`config.mk`:
```
export PLATFORM = sky130hd
export DESIGN_NAME = mem_arbiter
export DESIGN_NICKNAME = d
export VERILOG_FILES = /design/src/rtl/mem_arbiter.sv
export SDC_FILE = /design/constraint.sdc
export NUM_CORES = 1
export LEC_CHECK = 0
export CORE_ASPECT_RATIO = 1.4
export CORE_UTILIZATION = 46
export CTS_BUF_LIST = sky130_fd_sc_hd__clkbuf_16
export DETAILED_ROUTE_END_ITERATION = 8
export PLACE_DENSITY = 0.85
export SYNTH_ARGS = -nofsm -noshare
export SYNTH_HDL_FRONTEND = slang
export SYNTH_SLANG_ARGS = --single-unit
export TNS_END_PERCENT = 10
```
`constraint.sdc`:
```
create_clock -name clk_i -period 4.5 [get_ports clk_i]
set_clock_uncertainty 0.15 [all_clocks]
set_input_delay 0.9 -clock clk_i [delete_from_list [all_inputs] [get_ports clk_i]]
set_output_delay 0.9 -clock clk_i [all_outputs]
set_load 0.01 [all_outputs]
```
`src/rtl/mem_arbiter.sv`:
```
// Single-port SRAM arbiter: serves instruction fetches and data loads/stores with store lane
// steering and load extension. Define MEM_ARB_MISALIGN_TRAP_EN to trap misaligned data accesses.
module mem_arbiter #(
    parameter int DATA_WIDTH  = 32,
    parameter int ADDR_WIDTH  = 12,
    parameter int WAIT_STATES = 0
) (
    input  logic                  clk_i,
    input  logic                  reset_i,
    input  logic                  instr_fetch_en_i,
    input  logic [31:0]           instr_addr_i,
    output logic [DATA_WIDTH-1:0] imem_data_o,
    output logic                  imem_ready_o,
    input  logic                  dmem_rd_en_i,
    input  logic                  dmem_wr_en_i,
    input  logic [31:0]           dmem_addr_i,
    input  logic [DATA_WIDTH-1:0] dmem_wdata_i,
    input  logic [2:0]            ls_data_extend_i,
    output logic [DATA_WIDTH-1:0] dmem_rdata_o,
    output logic                  dmem_ready_o,
    output logic                  misalign_err_o,
    output logic                  sram_cs_o,
    output logic                  sram_we_o,
    output logic [3:0]            sram_be_o,
    output logic [ADDR_WIDTH-1:0] sram_addr_o,
    output logic [DATA_WIDTH-1:0] sram_wdata_o,
    input  logic [DATA_WIDTH-1:0] sram_rdata_i
);

    typedef enum logic [1:0] {
        S_IDLE,
        S_ACC,
        S_WAIT,
        S_RESP
    } state_t;

    state_t                r_state;
    logic                  r_fetch_pend;
    logic                  r_is_fetch;
    logic                  r_is_wr;
    logic                  r_skip;
    logic [2:0]            r_f3;
    logic [1:0]            r_lane;
    logic [3:0]            r_cnt;
    logic                  r_cs;
    logic                  r_we;
    logic [3:0]            r_be;
    logic [ADDR_WIDTH-1:0] r_addr;
    logic [DATA_WIDTH-1:0] r_wdata;
    logic [DATA_WIDTH-1:0] r_imem_data;
    logic [DATA_WIDTH-1:0] r_dmem_rdata;
    logic                  r_imem_ready;
    logic                  r_dmem_ready;
    logic                  r_err;

    logic                  w_data_req;
    logic                  w_fetch_req;
    logic                  w_grant_data;
    logic                  w_grant_fetch;
    logic                  w_misalign;
    logic [3:0]            w_st_be;
    logic [DATA_WIDTH-1:0] w_st_wdata;
    logic [7:0]            w_byte;
    logic [15:0]           w_half;
    logic [DATA_WIDTH-1:0] w_ld_data;
    logic                  w_unused;

    assign w_data_req    = dmem_rd_en_i | dmem_wr_en_i;
    // A fetch pulse in IDLE is granted in the same cycle, without waiting for fetch_pend.
    assign w_fetch_req   = r_fetch_pend | instr_fetch_en_i;
    assign w_grant_data  = (r_state == S_IDLE) & w_data_req;
    assign w_grant_fetch = (r_state == S_IDLE) & ~w_data_req & w_fetch_req;

`ifdef MEM_ARB_MISALIGN_TRAP_EN
    assign w_misalign = ((ls_data_extend_i[1:0] == 2'b01) & dmem_addr_i[0]) |
                        (ls_data_extend_i[1] & (dmem_addr_i[1:0] != 2'b00));
`else
    assign w_misalign = 1'b0;
`endif

    assign w_unused = ^{instr_addr_i[31:ADDR_WIDTH+2], instr_addr_i[1:0],
                        dmem_addr_i[31:ADDR_WIDTH+2]};

    always_comb begin
        w_st_be    = 4'b1111;
        w_st_wdata = dmem_wdata_i;
        case (ls_data_extend_i[1:0])
            2'b00: begin
                w_st_be    = 4'b0001 << dmem_addr_i[1:0];
                w_st_wdata = {4{dmem_wdata_i[7:0]}};
            end
            2'b01: begin
                w_st_be    = 4'b0011 << {dmem_addr_i[1], 1'b0};
                w_st_wdata = {2{dmem_wdata_i[15:0]}};
            end
            default: ;
        endcase
    end

    always_comb begin
        w_byte = sram_rdata_i[7:0];
        case (r_lane)
            2'd1:    w_byte = sram_rdata_i[15:8];
            2'd2:    w_byte = sram_rdata_i[23:16];
            2'd3:    w_byte = sram_rdata_i[31:24];
            default: ;
        endcase
        w_half = r_lane[1] ? sram_rdata_i[31:16] : sram_rdata_i[15:0];
        if (r_f3[1])
            w_ld_data = sram_rdata_i;
        else if (r_f3[0])
            w_ld_data = r_f3[2] ? {16'h0000, w_half} : {{16{w_half[15]}}, w_half};
        else
            w_ld_data = r_f3[2] ? {24'h000000, w_byte} : {{24{w_byte[7]}}, w_byte};
    end

    always_ff @(posedge clk_i or negedge reset_i) begin
        if (!reset_i) begin
            r_state      <= S_IDLE;
            r_fetch_pend <= 1'b0;
            r_is_fetch   <= 1'b0;
            r_is_wr      <= 1'b0;
            r_skip       <= 1'b0;
            r_f3         <= '0;
            r_lane       <= '0;
            r_cnt        <= '0;
            r_cs         <= 1'b0;
            r_we         <= 1'b0;
            r_be         <= '0;
            r_addr       <= '0;
            r_wdata      <= '0;
            r_imem_data  <= '0;
            r_dmem_rdata <= '0;
            r_imem_ready <= 1'b0;
            r_dmem_ready <= 1'b0;
            r_err        <= 1'b0;
        end else begin
            r_imem_ready <= 1'b0;
            r_dmem_ready <= 1'b0;

            // Granting from fetch_pend keeps it set only if a fresh pulse lands in the same cycle.
            if (w_grant_fetch)
                r_fetch_pend <= r_fetch_pend & instr_fetch_en_i;
            else if (instr_fetch_en_i)
                r_fetch_pend <= 1'b1;

            case (r_state)
                S_IDLE: begin
                    if (w_grant_data) begin
                        r_state    <= S_ACC;
                        r_is_fetch <= 1'b0;
                        r_is_wr    <= dmem_wr_en_i;
                        r_skip     <= w_misalign;
                        r_f3       <= ls_data_extend_i;
                        r_lane     <= dmem_addr_i[1:0];
                        r_cs       <= ~w_misalign;
                        r_we       <= dmem_wr_en_i & ~w_misalign;
                        r_be       <= dmem_wr_en_i ? w_st_be : 4'b1111;
                        r_addr     <= dmem_addr_i[ADDR_WIDTH+1:2];
                        r_wdata    <= w_st_wdata;
                        if (w_misalign)
                            r_err <= 1'b1;
                    end else if (w_grant_fetch) begin
                        r_state    <= S_ACC;
                        r_is_fetch <= 1'b1;
                        r_is_wr    <= 1'b0;
                        r_skip     <= 1'b0;
                        r_cs       <= 1'b1;
                        r_we       <= 1'b0;
                        r_be       <= 4'b1111;
                        r_addr     <= instr_addr_i[ADDR_WIDTH+1:2];
                    end
                end
                S_ACC: begin
                    r_cs    <= 1'b0;
                    r_we    <= 1'b0;
                    r_cnt   <= 4'(WAIT_STATES);
                    r_state <= S_WAIT;
                end
                S_WAIT: begin
                    if (r_cnt == 4'd0) begin
                        r_state <= S_RESP;
                        if (r_is_fetch) begin
                            r_imem_data  <= sram_rdata_i;
                            r_imem_ready <= 1'b1;
                        end else begin
                            if (r_skip)
                                r_dmem_rdata <= '0;
                            else if (!r_is_wr)
                                r_dmem_rdata <= w_ld_data;
                            r_dmem_ready <= 1'b1;
                        end
                    end else begin
                        r_cnt <= r_cnt - 4'd1;
                    end
                end
                S_RESP: r_state <= S_IDLE;
                default: r_state <= S_IDLE;
            endcase
        end
    end

    assign imem_data_o    = r_imem_data;
    assign imem_ready_o   = r_imem_ready;
    assign dmem_rdata_o   = r_dmem_rdata;
    assign dmem_ready_o   = r_dmem_ready;
    assign misalign_err_o = r_err;
    assign sram_cs_o      = r_cs;
    assign sram_we_o      = r_we;
    assign sram_be_o      = r_be;
    assign sram_addr_o    = r_addr;
    assign sram_wdata_o   = r_wdata;

endmodule

```
; Word level (Yosys, flattened, before mapping)
; Cells that the tools add are included.
[classes]
bitwise = 8
reduce_logical = 14
add_sub_neg = 1
shifts = 2
eq_ne = 11
n_mux = 37
[op_table]
columns = op, count
row1 = $mux 32, 6
row2 = $pmux 32 s2, 1
row3 = $mux 12, 2
row4 = $pmux 8 s3, 1
row5 = $mux 16, 1
row6 = $mux 4, 4
row7 = $pmux 4 s2, 2
row8 = $mux 1, 14
row9 = $reduce_and 2->1, 5
row10 = $eq 2x2->1 const B, 4
row11 = $pmux 2 s4, 1
row12 = $reduce_bool 2->1, 4
row13 = $eq 2x1->1 const B, 3
row14 = $mux 2, 3
row15 = $and 1x1->1, 4
row16 = $logic_not 2->1, 2
row17 = $logic_not 4->1, 1
row18 = $ne 2x2->1 const B, 2
row19 = $pmux 1 s2, 2
row20 = $reduce_and 4->1, 1
row21 = $shl 1x2->4 const A, 1
row22 = $shl 2x2->4 const A, 1
row23 = $sub 4x1->4 const B, 1
row24 = $ne 3x3->1 const B, 1
row25 = 4 further kinds, 6
[word_totals]
inputBits = 136
wordCells = 90
ff_bits = 131
out_inout_bits = 117

; Depth between registers and ports, before layout
[depth]
ltp_word = 7
ltp_mapped = 8
depth_no_buf = 6

; Worst setup path before layout
; OpenSTA, ideal clock, no wires.
[synth_timing]
path_kind = in2reg
startpoint = input port dmem_rd_en_i
endpoint = register r_addr[10], in the netlist sram_addr_o[10]
cell_stages = 4
arrival_ns = 1.995
setup_ns = 0.135
required_ns = 4.215
path_buffers = 1
slack_ns = 2.220
cell_sequence = or4_1 nand2_1 clkbuf_1 o21ai_0
[synth_between]
elab_chain_len = 6
elab_cells_between_ends = 8
cone_classes = mux (1) / bitwise (5) / reduce/logical (2)
[synth_rtl]
columns = element, line_no
row1 = start: declaration, 14  ; input logic dmem_rd_en_i,
row2 = $or 1x1->1 *, 68  ; assign w_data_req = dmem_rd_en_i | dmem_wr_en_i;
row3 = $not 1->1, 72  ; assign w_grant_fetch = (r_state == S_IDLE) & ~w_data_req & w_fetch_req;
row4 = $and 1x1->1 (2 in series), 72
row5 = $reduce_bool 2->1 (no line), --
row6 = $reduce_and 2->1 (no line), --
row7 = end signal: assignment, 159  ; r_addr <= dmem_addr_i[ADDR_WIDTH+1:2];
row8 = end signal: assignment, 171  ; r_addr <= instr_addr_i[ADDR_WIDTH+1:2];
row9 = end: declaration, 48  ; logic [ADDR_WIDTH-1:0] r_addr;
; Every way passes the cells marked *; elsewhere a longest branch is shown, timed or not.
; A chain may end at the register's enable or synchronous reset.

; Final worst setup path
[layout_timing]
startpoint = input port dmem_wr_en_i
endpoint = register r_addr[11], in the netlist sram_addr_o[11]
[layout_between]
elab_chain_len = 6
elab_cells_between_ends = 8
cone_classes = mux (1) / bitwise (5) / reduce/logical (2)
[layout_rtl]
columns = element, line_no
row1 = start: declaration, 15  ; input logic dmem_wr_en_i,
row2 = $or 1x1->1 *, 68
row3 = $not 1->1, 72
row4 = $and 1x1->1 (2 in series), 72
row5 = $reduce_bool 2->1 (no line), --
row6 = $reduce_and 2->1 (no line), --
; Marked as above.

==> flow_metrics.py <==
metrics = {
    "synthesis": {
        "synth-seq-cells": 130,
        "synth.lib_cells_used.distinct": 44,
        "synth.largest_area_cell": "sky130_fd_sc_hd__dfrtp_1",
        "synthDominantCellAreaShare_pct": 53.9,
        "synth.avg_cell_area_um2": 10.6,
        "yosysSeqAreaShare_pct": 53.9,
        "synthFlopType": "sky130_fd_sc_hd__dfrtp_1",
        "synth_cells": 572,
        "synth-edff-count": 0,
        "synth_common_cells": "sky130_fd_sc_hd__dfrtp_1 (130), sky130_fd_sc_hd__nand2_1 (77), sky130_fd_sc_hd__o21ai_0 (57)",
        "synth.most_common_cell": "sky130_fd_sc_hd__dfrtp_1",
        "synthesis.nets": 712,
        "post_synth_main_area_contributors": "sky130_fd_sc_hd__dfrtp_1 (54%), sky130_fd_sc_hd__mux2_2 (8.2%), sky130_fd_sc_hd__mux2i_1 (7.5%)",
        "ys_async_sr_fraction_pct": 100,
        "synth_warnings": 0,
        "synthesis.area_um2": 6040,
    },
    "sta": {
        "fmax_ghz": 0.353,
        "rsz0062_at_grt": "false",
        "fin_setup_tns_ns": 0,
        "max_slew.worst_pin.slew_ns": 0.963,
        "finalWorstPathRequiredPeriod_ns": 2.83,
        "setup_viol_count_final": 0,
        "slew-limit-headroom_pct": 35.6,
        "post_route_fraction_of_the_period_consumed_by_the_critical_path_pct": 62.9,
        "slew_viol_final": 0,
        "finalHoldViolCount": 0,
        "final.setup.worst_slack_ns": 1.67,
    },
    "worst_setup_path": {
        "worst_path_largest_cell_delay_ns": 0.62,
        "critical_path_peak_fanout": 26,
        "cp_num_buf_inv": 1,
        "critPathArrivalTime_ns": 2.92,
        "critical_path_required_ns": 4.59,
        "crit_path_start_kind": "input port",
        "crit_path_kind": "input port to flip-flop",
        "cpLargestDelayFamily": "simple AND/OR/NAND/NOR gates",
        "setup.reg_to_reg.worst_slack_ns": 1.87,
        "worstPathCellList": "clkdlybuf4s50_1 -> or4_1 -> nand2_1 -> o21ai_0",
        "timing.critical_path.slowest_stage_cell": "sky130_fd_sc_hd__or4_1",
        "timing.critical_path.to_type": "flip-flop",
    },
    "die": {
        "ios": 253,
        "dieHeight_um": 138,
        "die_x_um": 98.8,
        "starting_utilization_of_the_core_area_pct": 47.1,
        "dieArea_um2": 13600,
        "core_area_um2": 12800,
        "core.rowCount": 49,
    },
    "clock_tree": {
        "clk_transition_reported_paths_ns": 0.05,
        "htreeDepth": 4,
        "post-cts-setup-buffers": 0,
        "cts-resized-gates": 0,
        "cts-root-buf": "sky130_fd_sc_hd__clkbuf_16",
        "cts_made_buffers": 17,
        "max-clock-path-buffers": 2,
        "tritoncts": "yes",
        "clock_insertion_delay_worst_skew_ns": 0.41,
        "hold_buffers": 0,
        "cts_num_sinks": 130,
    },
    "global_route": {
        "grt_remaining_overflow": 0,
        "grt_pass1_vias": 5422,
        "antenna_found_initial": 0,
        "grtUsageTotal_pct": 25.7,
        "grt_first_pass_wirelength_um": 26600,
        "grt_start_max_net_pins": 72,
    },
    "detailed_routing": {
        "average_vias_per_placed_instance": 5.50,
        "via_count": 5184,
        "drtIter0Drc": 168,
        "drtPass1Iterations": 4,
        "routed_wl_um": 16800,
        "remaining_drc_errors": 0,
        "wire_per_inst_um": 17.8,
        "ant_nets": 0,
    },
    "cells_and_area": {
        "drive_above_1_share_pct": 13.4,
        "fillerInstances": 948,
        "n_antenna_cell": 0,
        "area.sequential_um2": 3250,
        "areaGrowthSynthToFinish_pct": 46.9,
        "footprint_of_the_multi_input_gates_um2": 2600,
        "finalNetCount": 916,
    },
    "job": {
        "drv.max_cap_violation_count": 0,
    },
    "placement": {
        "dpl_worst_slack_ns": 1.24,
        "place_congestion": 0.828,
        "port-buffer-count": 213,
        "detailed_place_hpwl_um": 12400,
    },
    "power_and_ir_drop": {
        "leakagePower_nw": 3.78,
        "max-vdd-ir-drop_uv": 368,
        "power-per-cell-area_nw_per_um2": 723,
    },
    "run_status": {
        "run_status": "completed",
    },
    "min_path": {
        "min-delay-path-class": "flip-flop to flip-flop",
    },
}
==> power by group <==
part | leakage [nW] | total [W] | switching [W] | internal [W]
Combinational | 1.95 | 0.00293 | 0.00136 | 0.00157
Clock | 0.292 | 0.00137 | 0.000508 | 0.000866
Sequential | 1.53 | 0.00211 | 0.000371 | 0.00174
Total | 3.78 | 0.00641 | 0.00224 | 0.00417
==> logic make-up (layout without fill, tap and decap cells) <==
family | after synthesis | after routing | synth area share, %
AOI/OAI and AO/OA | 129 | 129 | 13.1
adders and majority gates | 4 | 4 | 0.829
buffers and inverters | 47 | 264 | 3.44
DFF | 130 | 130 | 53.9
muxes | 90 | 90 | 16.0
other | 1 | 1 | 0.0621
and+or+nand+nor | 171 | 171 | 12.7
==> metal layers <==
layer	vias up	global-route usage, %	part of all wire [%]
li1	2373	-	-
met1	2515	25.8	36
met2	244	46.7	53
met3	52	8.22	7.7
met4	0	14.6	4.0
met5	-	0	0
==> worst paths after layout <==
check                                         to  cells past startpoint             from
worst max register to register  dmem_rdata_o[12]                      7       r_state[0]
worst max-delay path             sram_addr_o[11]                      4     dmem_wr_en_i
max in group asynchronous           sram_be_o[2]                      2          reset_i
min in group asynchronous       dmem_rdata_o[17]                      1          reset_i
worst min-delay path             sram_addr_o[10]                      2  sram_addr_o[10]
worst min register to register   sram_addr_o[10]                      2  sram_addr_o[10]
==> tightest hold or removal path, stage by stage, from the launching register on <==
cell	delay (ns)
sky130_fd_sc_hd__dfrtp_1	0.34
sky130_fd_sc_hd__nand2_1	0.04
sky130_fd_sc_hd__o21ai_0	0.06
==> sequential cells by signal (all words and copies together), names as in the netlist, 2 cells and up <==
name          cells
r_lane            2
r_f3              3
sram_be_o         4
sram_addr_o      12
dmem_rdata_o     32
r_state           2
sram_wdata_o     32
r_cnt             4
imem_data_o      32
==> through the flow <==
step	cells	total power, W	cell area [um^2]	hold WS [ns]	util [%]
6_report	942	0.00641	8870	0.327	69.2
4_1_cts	942	0.00646	8870	0.332	69.2
3_5_place_dp	910	0.00506	8280	0.319	64.6
2_1_floorplan	572	0.00354	6040	0.311	-
3_3_place_gp	910	0.00491	8280	0.311	64.6
5_1_grt	942	0.00680	8870	0.346	69.2
==> cell type report <==
class / instances / area share [%]
flip-flops and latches: 130 / 36.7
multi-input cells: 395 / 29.3
repair buffers: 219 / 24.7
clock buffers: 17 / 4.80
well taps: 153 / 2.16
clock inverters: 15 / 1.89
inverters: 13 / 0.550
==> layout by cell type, fill, tap and decap left out, types with 2 or more instances in the layout <==
master	n
sky130_fd_sc_hd__inv_1	14
sky130_fd_sc_hd__and2_1	8
sky130_fd_sc_hd__clkinvlp_4	2
sky130_fd_sc_hd__a21boi_0	2
sky130_fd_sc_hd__a22o_1	3
sky130_fd_sc_hd__dfrtp_1	130
sky130_fd_sc_hd__clkinv_4	3
sky130_fd_sc_hd__nand2b_1	12
sky130_fd_sc_hd__clkbuf_16	17
sky130_fd_sc_hd__a211oi_1	2
sky130_fd_sc_hd__a21oi_1	38
sky130_fd_sc_hd__clkdlybuf4s50_1	212
sky130_fd_sc_hd__o21ai_0	56
sky130_fd_sc_hd__ha_1	4
sky130_fd_sc_hd__a21oi_2	9
sky130_fd_sc_hd__nor2_1	44
sky130_fd_sc_hd__nand2_1	77
sky130_fd_sc_hd__nor2b_1	10
sky130_fd_sc_hd__o22a_1	3
sky130_fd_sc_hd__mux2i_1	45
sky130_fd_sc_hd__mux2_2	44
sky130_fd_sc_hd__nand3_1	9
sky130_fd_sc_hd__or2_2	2
sky130_fd_sc_hd__a31o_2	7
sky130_fd_sc_hd__buf_4	6
sky130_fd_sc_hd__bufinv_16	3
sky130_fd_sc_hd__clkinv_2	4
Note: power is estimated with default switching activity, not from simulation.
